## src/rtl/batalha_pkg.sv

```systemverilog
// Shared types and constants for the fleet-placement phase.
// Latency: n/a (declarations only).
// Backpressure: n/a.
package batalha_pkg;

    localparam logic [2:0] TIPO_SUBMARINO    = 3'd0;
    localparam logic [2:0] TIPO_CRUZADOR     = 3'd1;
    localparam logic [2:0] TIPO_HIDROAVIAO   = 3'd2;
    localparam logic [2:0] TIPO_ENCOURACADO  = 3'd3;
    localparam logic [2:0] TIPO_PORTA_AVIOES = 3'd4;

    // Pieces per player in the fixed fleet.
    localparam int TOTAL_FROTA = 11;

    typedef enum logic [2:0] {
        OCIOSO  = 3'd0,
        PEDINDO = 3'd1,
        AVANCA  = 3'd2,
        TROCA   = 3'd3,
        PRONTO  = 3'd4
    } estado_t;

    // QTD table {5,2,2,1,1}; any type past the carrier has no pieces left.
    function automatic logic [2:0] qtd_de(input logic [2:0] t);
        case (t)
            TIPO_SUBMARINO:    return 3'd5;
            TIPO_CRUZADOR:     return 3'd2;
            TIPO_HIDROAVIAO:   return 3'd2;
            TIPO_ENCOURACADO:  return 3'd1;
            TIPO_PORTA_AVIOES: return 3'd1;
            default:           return 3'd0;
        endcase
    endfunction

endpackage

```

## src/rtl/contador_frota.sv

```systemverilog
// Piece-type / per-type count tracker with remaining-count and end-of-fleet decode.
// Latency: tipo/qtd update one cycle after an avanca or limpar strobe; restante/frota_fim are combinational.
// Backpressure: none; strobes are gated by the caller, so the counter simply holds when idle.
module contador_frota
    import batalha_pkg::*;
(
    input  logic       clk,
    input  logic       reset,
    input  logic       avanca,
    input  logic       limpar,
    output logic [2:0] tipo,
    output logic [2:0] restante,
    output logic       frota_fim
);

    logic [2:0] qtd;
    logic [2:0] qtd_lim;
    logic [2:0] qtd_inc;
    logic       tipo_fim;

    // Decode the current type's quota and whether the piece being stored finishes it.
    always_comb begin
        qtd_lim   = qtd_de(tipo);
        qtd_inc   = qtd + 3'd1;
        tipo_fim  = (qtd_inc == qtd_lim);
        frota_fim = tipo_fim && (tipo == TIPO_PORTA_AVIOES);
        restante  = qtd_lim - qtd;
    end

    // Advance count within a type, rolling to the next type once its quota is met.
    // After the carrier tipo moves past the table, which reads as zero remaining.
    always_ff @(posedge clk or negedge reset) begin
        if (!reset) begin
            tipo <= TIPO_SUBMARINO;
            qtd  <= 3'd0;
        end else if (limpar) begin
            tipo <= TIPO_SUBMARINO;
            qtd  <= 3'd0;
        end else if (avanca) begin
            if (tipo_fim) begin
                tipo <= tipo + 3'd1;
                qtd  <= 3'd0;
            end else begin
                qtd  <= qtd_inc;
            end
        end
    end

endmodule

```

## src/rtl/agendador_frota.sv

```systemverilog
// Fleet-placement sequencer: one placement request per piece, player 0 then player 1, then ready.
// Latency: pedido drops the cycle after peca_ok and returns one cycle later (two across the player swap).
// Backpressure: enable low freezes everything and masks pedido at once; pulses seen while frozen are dropped.
module agendador_frota
    import batalha_pkg::*;
#(
    parameter int RETRY_MAX = 8
) (
    input  logic       clk,
    input  logic       reset,
    input  logic       enable,
    input  logic       mode,
    input  logic       peca_ok,
    input  logic       conflito_ev,
    output logic       pedido,
    output logic [2:0] tipo,
    output logic       jogador,
    output logic       cpu_vez,
    output logic [2:0] restante,
    output logic       resemear,
    output logic       ready
);

    estado_t    estado, estado_n;
    logic       modo_q, modo_n;
    logic       jogador_n;
    logic [3:0] retry_q, retry_n, retry_inc;
    logic       pedido_q, pedido_n;
    logic       resemear_n;
    logic       ready_n;
    logic       avanca;
    logic       limpar;
    logic       frota_fim;

    contador_frota u_contador (
        .clk      (clk),
        .reset    (reset),
        .avanca   (avanca),
        .limpar   (limpar),
        .tipo     (tipo),
        .restante (restante),
        .frota_fim(frota_fim)
    );

    // Decoded outputs and counter strobes; strobes only fire while running.
    always_comb begin
        pedido    = pedido_q & enable;
        cpu_vez   = jogador & ~modo_q;
        avanca    = enable && (estado == AVANCA);
        limpar    = enable && (estado == TROCA);
        retry_inc = (retry_q == 4'hF) ? retry_q : retry_q + 4'd1;
    end

    // Next-state and next-output logic; everything holds while enable is low.
    always_comb begin
        estado_n   = estado;
        modo_n     = modo_q;
        jogador_n  = jogador;
        retry_n    = retry_q;
        pedido_n   = pedido_q;
        resemear_n = 1'b0;
        ready_n    = ready;
        if (enable) begin
            case (estado)
                OCIOSO: begin
                    modo_n   = mode;
                    estado_n = PEDINDO;
                    pedido_n = 1'b1;
                end
                PEDINDO: begin
                    if (peca_ok) begin
                        estado_n = AVANCA;
                        pedido_n = 1'b0;
                        retry_n  = 4'd0;
                    end else if (conflito_ev) begin
                        // Human turns keep counting but never ask for a reseed.
                        if (cpu_vez && (int'(retry_inc) == RETRY_MAX)) begin
                            resemear_n = 1'b1;
                            retry_n    = 4'd0;
                        end else begin
                            retry_n    = retry_inc;
                        end
                    end
                end
                AVANCA: begin
                    if (frota_fim) begin
                        if (!jogador) begin
                            estado_n = TROCA;
                        end else begin
                            estado_n = PRONTO;
                            ready_n  = 1'b1;
                        end
                    end else begin
                        estado_n = PEDINDO;
                        pedido_n = 1'b1;
                    end
                end
                TROCA: begin
                    jogador_n = 1'b1;
                    estado_n  = PEDINDO;
                    pedido_n  = 1'b1;
                end
                PRONTO: begin
                    ready_n  = 1'b1;
                    pedido_n = 1'b0;
                end
                default: begin
                    estado_n = OCIOSO;
                    pedido_n = 1'b0;
                end
            endcase
        end
    end

    // State and registered outputs.
    always_ff @(posedge clk or negedge reset) begin
        if (!reset) begin
            estado   <= OCIOSO;
            modo_q   <= 1'b0;
            jogador  <= 1'b0;
            retry_q  <= 4'd0;
            pedido_q <= 1'b0;
            resemear <= 1'b0;
            ready    <= 1'b0;
        end else begin
            estado   <= estado_n;
            modo_q   <= modo_n;
            jogador  <= jogador_n;
            retry_q  <= retry_n;
            pedido_q <= pedido_n;
            resemear <= resemear_n;
            ready    <= ready_n;
        end
    end

endmodule

```

## config.mk

```make
export PLATFORM = sky130hd
export DESIGN_NAME = agendador_frota
export DESIGN_NICKNAME = d
export VERILOG_FILES = /design/src/rtl/batalha_pkg.sv /design/src/rtl/contador_frota.sv /design/src/rtl/agendador_frota.sv
export SDC_FILE = /design/constraint.sdc
export NUM_CORES = 1
export LEC_CHECK = 0
export BUFFER_PORTS_ARGS = -buffer_cell sky130_fd_sc_hd__buf_2
export CAP_MARGIN = 5
export CORE_MARGIN = 2
export CORE_UTILIZATION = 50
export DETAILED_ROUTE_END_ITERATION = 6
export PLACE_DENSITY = 0.74
export SLEW_MARGIN = 10
export SYNTH_ARGS = -nofsm -noshare
export SYNTH_HDL_FRONTEND = slang
export SYNTH_SLANG_ARGS = --single-unit
export TNS_END_PERCENT = 100
```

## constraint.sdc

```tcl
create_clock -name clk -period 1.9 [get_ports clk]
set_clock_uncertainty 0.15 [all_clocks]
set_input_delay 0.095 -clock clk [delete_from_list [all_inputs] [get_ports clk]]
set_output_delay 0.095 -clock clk [all_outputs]
set_load 0.01 [all_outputs]
```

==> summary.md, run 1 <==
| Metric | Value |
|---|---|
| Status | `complete, but fails checks` |
| Failing checks | `negative setup slack` |
| Area growth, synth to finish | `32.7%` |
| Hold Crit Class | `input pin to register` |
| Share of the synthesized area in the top cell type | `0.373` |
| Die X | `53.1 um` |
| Top Ports | `17` |
| Clk Latency, worst-skew pair | `0.30 ns` |
| Core Rows | `17` |
| Met2 routed WL | `1360 um` |
| Slowest cell on the critical path | `dfrtp_1` |
| Die height | `53.1 um` |
| Total power | `2340 uW` |
| Initial Util | `0.536` |
| Number of CTS-inserted buffers | `3` |
| Cell internal pwr | `1370 uW` |
| Fin crit period | `2.30 ns` |
| Async set-reset flop share out of synthesis | `1.00` |
| Crit-path max FO | `4` |
| First-pass GRT wire length | `4600 um` |
| Setup TNS | `-1.95 ns` |
| Gate power share | `0.649` |
| Fmax | `435 MHz` |
| Congestion Overflow GR | `0` |
| DRT iter0 DRCs | `14` |
| Seq pwr share | `0.247` |
| Clock-pin slew on the worst setup and hold paths | `0.10 ns` |
| Post-synth top cells | `dfrtp_1, inv_1, nor2_1, ha_1, nand2_1` |
| HPWL after DPL | `1990 um` |
| Largest net degree at the start of global routing | `19` |
| Unique cell type count in the Yosys netlist | `45` |
| Syn. warnings | `0` |
| Final setup fails | `14` |
| Gr usage total | `0.226` |
| RSZ-0062 raised after global routing | `yes` |
| Routed vias | `1079` |
| Sink Count | `18` |
| TritonRoute pass-1 iters | `4` |
| CTS tree | `yes` |
| CP arrival | `2.05 ns` |
| Number of H-tree levels | `1` |
| Synth Register Bits | `18` |
| M1 WL | `1260 um` |
| Cell family with most CP delay | `adder cells` |
| Initial antenna violation count | `0` |
| Routed len/inst | `14.5 um` |
| RePlAce Congestion | `0.857` |
| Primary FF master, synth | `dfrtp_1` |
| Smallest setup slack after layout | `-0.398 ns` |
| Switching pwr | `967 uW` |
| Vias per inst | `5.68` |
| Fin. max-slew vios | `0` |
| Post-route ant nets | `0` |
| Full die area | `0.00282 sq mm` |
| Worst-Margin Slew | `0.461 ns` |
| IR drop worst, VDD | `963 uV` |
| Top layer in use | `met4` |
| Max cap viols | `0` |
| Final instance area | `0.00160 sq mm` |
| Levels on crit path | `9` |
| Post-synthesis cell count | `124` |
| Post-route DRC | `0` |
| Pre-CTS WS | `-0.130 ns` |
| Critical Path Start | `u_contador.tipo[1]` |
| Syn Nets | `138` |
| HP Start | `enable` |
| CP cell instances | `inv_2 -> ha_4 -> a21oi_2 -> ha_1 -> inv_1 -> fa_2 -> xor2_1 -> xnor2_1 -> buf_2` |
| Crit. End Element | `output pin` |
| Core ar. | `0.00225 sq mm` |
| Leading cell types by total area after synthesis | `dfrtp_1, ha_1, nor2b_1` |
| PwrDens | `1460 mW/mm^2` |
| Number of synthesized flops with an enable pin | `0` |
| Mapped cell area | `0.00121 sq mm` |
| Filler cell count | `182` |
| Clock network fraction of total power | `0.104` |
| Worst Setup Start Kind | `register` |
| Util after Layout | `0.711` |
| Final WL | `2760 um` |
| WHS Path Cells | `3` |
| Slew margin rel. | `0.691` |
| Area post-placement | `0.00146 sq mm` |
| WL met3 | `81 um` |
| Net Sw Frac | `0.414` |
| Setup CP Type | `register to output pin` |
| Vias in the first global route | `1024` |
| Port Buf Inserts | `16` |
| Share of cells above drive strength 1 | `0.401` |
| Post-synthesis sequential area ratio | `0.373` |
| Antenna diode count | `0` |
| Clock buffer depth | `2` |
| Syn Area/Cell | `9.74 sq um` |
| Synth area leader | `dfrtp_1` |
| Leak Pwr | `0.000729 uW` |
| Root Driver | `clkbuf_4` |
| Count leader, synth | `dfrtp_1` |
| Reg2reg start | `u_contador.tipo[1]` |
| Final net count | `177` |
| Final period util | `1.21` |
| R2r worst-path depth | `8` |
| CP peak stage delay | `0.43 ns` |
| Final hold viol count | `0` |
| Req. time, crit path | `1.65 ns` |
| Worst path bufs/invs | `3` |
-- sequential cells by signal, indices dropped and copies added (netlist names) --
signal	count
resemear	1
u_contador.qtd	3
modo_q	1
pedido_q	1
ready	1
estado	3
u_contador.tipo	3
jogador	1
retry_q	4
-- per-stage QoR --
stage | std cells | hold slack (ns)
2_1_floorplan | 124 | -0.351
3_3_place_gp | 179 | -0.108
3_5_place_dp | 179 | -0.101
4_1_cts | 187 | 0.0580
5_1_grt | 190 | 0.0751
6_report | 190 | 0.0521
-- path summary, 6_finish.rpt --
path / to / slack, ns
max reg2reg: pedido_q / -0.16
max: restante[2] / -0.40
min in group asynchronous: estado[2] / 0.09
min reg2reg: ready / 0.33
max in group asynchronous: u_contador.tipo[0] / 1.20
min: ready / 0.05
-- cells by family after synthesis --
family          Yosys count  synth area share
compound gates           34             0.210
xor+xnor                  4            0.0352
fa+ha+maj                 8            0.0891
buf+inv                  13            0.0425
flops                    18             0.373
mux                       2            0.0218
simple gates             45             0.228
-- layout by cell type (no fill, tap or decap), drive strengths merged, types with 2 or more instances in the layout --
| cell type | synthesis | layout |
|---|---|---|
| nand2 | 7 | 7 |
| ha | 7 | 7 |
| clkbuf | 2 | 4 |
| nor2 | 8 | 8 |
| o31ai | 2 | 2 |
| a211o | 3 | 3 |
| buf | 2 | 34 |
| o211ai | 5 | 5 |
| dlygate4sd3 | 0 | 3 |
| nand2b | 3 | 3 |
| xnor2 | 2 | 2 |
| o221a | 2 | 2 |
| o21ai | 7 | 7 |
| nor3 | 5 | 5 |
| nor2b | 6 | 6 |
| nand3 | 3 | 3 |
| xor2 | 2 | 2 |
| inv | 9 | 9 |
| nand4 | 2 | 2 |
| and2 | 3 | 3 |
| a32o | 2 | 2 |
| nand3b | 2 | 2 |
| dfrtp | 18 | 18 |
| a21oi | 6 | 6 |
| mux2 | 2 | 3 |
-- per-layer routing --
| metal | track usage | up-vias |
|---|---|---|
| met5 | 0 | - |
| li1 | - | 530 |
| met3 | 0.0169 | 7 |
| met2 | 0.375 | 24 |
| met4 | 0.120 | 0 |
| met1 | 0.293 | 518 |
-- worst register-to-register path, delay by kind of cell (launching register included) --
kind | cells | cell delay [ns]
and+or+nand+nor | 2 | 0.26
AOI/OAI and AO/OA | 2 | 0.30
DFF | 1 | 0.44
adders and majority gates | 2 | 0.48
buffers and inverters | 1 | 0.11
muxes | 1 | 0.21
-- power by group through the flow --
stage	clock, uW	sequential, uW	combinational (uW)
after global routing	261	594	1660
after floorplan	0	598	808
after detailed placement	0	584	1320
final	243	576	1520
after CTS	248	575	1350
after global placement	0	577	1290
-- timing repair --
action                     CTS  global route
setup endpoints to repair   13            14
gates cloned                 0             1
gates resized for setup      3             6
pin swaps                    1             1
setup buffers                1             2
hold endpoints to repair    20             0
hold buffers                 3             0
-- final cells by class --
cell class	instances	area [sq um]	share of cell area
inverter	9	33.8	0.0211
multi-input combinational	94	795	0.496
timing repair buffer	37	251	0.157
tap	28	35.0	0.0219
clock buffer	4	36.3	0.0226
sequential	18	452	0.282
Power figures use the tool's default switching activity.
==> run 2, diff against run 1 <==
==> constraint.sdc (replaced) <==
create_clock -name clk -period 2.1 [get_ports clk]
set_clock_uncertainty 0.15 [all_clocks]
set_input_delay 0.105 -clock clk [delete_from_list [all_inputs] [get_ports clk]]
set_output_delay 0.105 -clock clk [all_outputs]
set_load 0.01 [all_outputs]
==> run 2 against run 1 <==
The flow still finishes with violations (negative setup slack). Sequential share of layout area increased by 1.7 points. Combinational power decreased by 18%. Power decreased by 14%. Cell count decreased by 4.7%. Largest cell class unchanged. Via count decreased by 4.6%. Routed wire length decreased by 2.9%. Sequential power decreased by 4.0%.
==> summary.md, run 2 (synthesis results as in run 1) <==
| Metric | Value |
|---|---|
| Antenna diode count | `0 (unchanged)` |
| Clk Latency, worst-skew pair | `0.29 ns (was 0.30 ns)` |
| Status | `complete, but fails checks (unchanged)` |
| Util after Layout | `0.669 (was 0.711)` |
| Setup CP Type | `register to output pin (unchanged)` |
| Vias in the first global route | `934 (was 1024)` |
| GRT met1 Usage | `0.245 (was 0.293)` |
| Fin crit period | `2.31 ns` |
| Top reg by flops | `retry_q (unchanged)` |
| Number of H-tree levels | `1 (unchanged)` |
| Worst Setup Start Kind | `register (unchanged)` |
| Crit. End Element | `output pin (unchanged)` |
| Congestion Overflow GR | `0 (unchanged)` |
| RePlAce Congestion | `0.795 (was 0.857)` |
| Leak Pwr | `0.000678 uW (was 0.000729 uW)` |
| Post-route ant nets | `0 (unchanged)` |
| Core Rows | `17 (unchanged)` |
| Final net count | `168 (was 177)` |
| Area growth, synth to finish | `24.9% (was 32.7%)` |
| PwrDens | `1330 mW/mm^2 (was 1460 mW/mm^2)` |
| Met3 Usage GRT | `0.0367 (was 0.0169)` |
| Hold Crit Class | `input pin to register (unchanged)` |
| Failing checks | `negative setup slack (unchanged)` |
| CTS tree | `yes (unchanged)` |
| Smallest setup slack after layout | `-0.207 ns (was -0.398 ns)` |
| Req. time, crit path | `1.85 ns (was 1.65 ns)` |
| Port Buf Inserts | `16 (unchanged)` |
| CP arrival | `2.05 ns (about the same)` |
| Gr usage total | `0.197 (was 0.226)` |
| DRT iter0 DRCs | `14 (unchanged)` |
| Final setup fails | `5 (was 14)` |
| Clock buffer depth | `2 (unchanged)` |
| IR drop worst, VDD | `1190 uV (was 963 uV)` |
| Worst path bufs/invs | `2 (was 3)` |
| Core ar. | `0.00225 sq mm (unchanged)` |
| HPWL after DPL | `1760 um (was 1990 um)` |
| Number of CTS-inserted buffers | `3 (unchanged)` |
| Full die area | `0.00282 sq mm (unchanged)` |
| Routed vias | `1029 (was 1079)` |
| Met2 Use GR | `0.342 (was 0.375)` |
| Worst-Margin Slew | `0.414 ns (was 0.461 ns)` |
| CP peak stage delay | `0.44 ns (was 0.43 ns)` |
| Vias per inst | `5.69 (was 5.68)` |
| Initial antenna violation count | `0 (unchanged)` |
| Most common cell after layout, fill and taps aside | `dfrtp_1 (was buf_4)` |
| Final period util | `1.10` |
| Initial Util | `0.536 (unchanged)` |
| Die X | `53.1 um (unchanged)` |
| Routed len/inst | `14.8 um (was 14.5 um)` |
| Post-route DRC | `0 (unchanged)` |
| Die height | `53.1 um (unchanged)` |
| Root Driver | `clkbuf_4 (unchanged)` |
| RSZ-0062 raised after global routing | `yes (unchanged)` |
| First-pass GRT wire length | `3970 um (was 4600 um)` |
| Final hold viol count | `0 (unchanged)` |
| Largest net degree at the start of global routing | `19 (unchanged)` |
| TritonRoute pass-1 iters | `4 (unchanged)` |
| Grt peak-use layer | `met2 (unchanged)` |
| Filler cell count | `196 (was 182)` |
| Max reg flops | `4 (unchanged)` |
| Sink Count | `18 (unchanged)` |
| Max cap viols | `0 (unchanged)` |
| Crit-path max FO | `3 (was 4)` |
| Top Ports | `17 (unchanged)` |
| Cell family with most CP delay | `adder cells (unchanged)` |
| Final WL | `2680 um (was 2760 um)` |
| Share of cells above drive strength 1 | `0.359 (was 0.401)` |
| CP cell instances | `buf_6 -> ha_2 -> o21ba_4 -> fa_2 -> xor2_1 -> xnor2_1 -> buf_2 (was inv_2 -> ha_4 -> a21oi_2 -> ha_1 -> inv_1 -> fa_2 -> xor2_1 -> xnor2_1 -> buf_2)` |
| Slowest cell on the critical path | `dfrtp_1 (unchanged)` |
| Fmax | `433 MHz` |
| Slew margin rel. | `0.724 (was 0.691)` |
| Fin. max-slew vios | `0 (unchanged)` |
| Commonest cells after routing, fill and taps aside | `dfrtp_1, buf_2, buf_4 (was buf_4, dfrtp_1, buf_2)` |
| Clock-pin slew on the worst setup and hold paths | `0.11 ns (was 0.10 ns)` |
| Pre-CTS WS | `-0.0297 ns (was -0.130 ns)` |
[run 2: changes by cell type in the layout (fill, tap and decap cells not counted), sizes merged]
cell / before / now
buf: 34 / 25
[run 2: metrics by stage]
step	setup TNS [ns]	instance area (sq um)	total power, uW	hold WS (ns)	std cells
2_1_floorplan	0	1210	1200	-0.341	124
4_1_cts	-0.258	1480	1890	0.0323	180
3_3_place_gp	0	1350	1490	-0.0848	170
5_1_grt	-0.890	1510	2140	0.0618	181
3_5_place_dp	-0.0544	1350	1520	-0.0882	170
6_report	-0.334	1510	2000	0.0526	181
[run 2: power by group]
part | total (uW) | switching, uW | internal, uW
Sequential | 553 | 117 | 436
Combinational | 1240 | 624 | 612
Clock | 216 | 111 | 106
[run 2: what timing repair did]
item,4_1_cts,5_1_grt
hold buffers,3,0
pin swaps,3,4
endpoints found under the setup margin,7,11
endpoints found under the hold margin,20,0
setup buffers,3,0
gates cloned,0,1
resized for setup,13,4
[run 2: final timing paths]
kind | depth (start not counted) | start | slack, ns | end
worst max-delay path | 7 | u_contador.tipo[0] | -0.21 | restante[2]
worst min-delay path | 3 | enable | 0.05 | ready
worst max register to register | 7 | u_contador.tipo[2] | -0.04 | u_contador.qtd[2]
worst min register to register | 1 | pedido_q | 0.35 | pedido_q
max in group asynchronous | 2 | reset | 1.40 | resemear
min in group asynchronous | 2 | reset | 0.11 | u_contador.qtd[1]
[run 2: per-layer routing]
layer	part of all wire	vias to the layer above
met5	0	-
met4	0.0060	0
met3	0.038	2
met2	0.50	20
met1	0.45	492
li1	-	515
[run 2: layout make-up]
class / count / area, sq um / area share
inverter: 9 / 33.8 / 0.0224
timing repair buffer: 28 / 188 / 0.124
clock buffer: 4 / 36.3 / 0.0241
sequential: 18 / 450 / 0.299
multi-input combinational: 94 / 764 / 0.507
tap: 28 / 35.0 / 0.0232
[run 2: worst min-delay path, delay by kind of cell]
| kind | cells | cell delay [ns] |
|---|---|---|
| buffers and inverters | 1 | 0.19 |
| AOI/OAI and AO/OA | 2 | 0.17 |
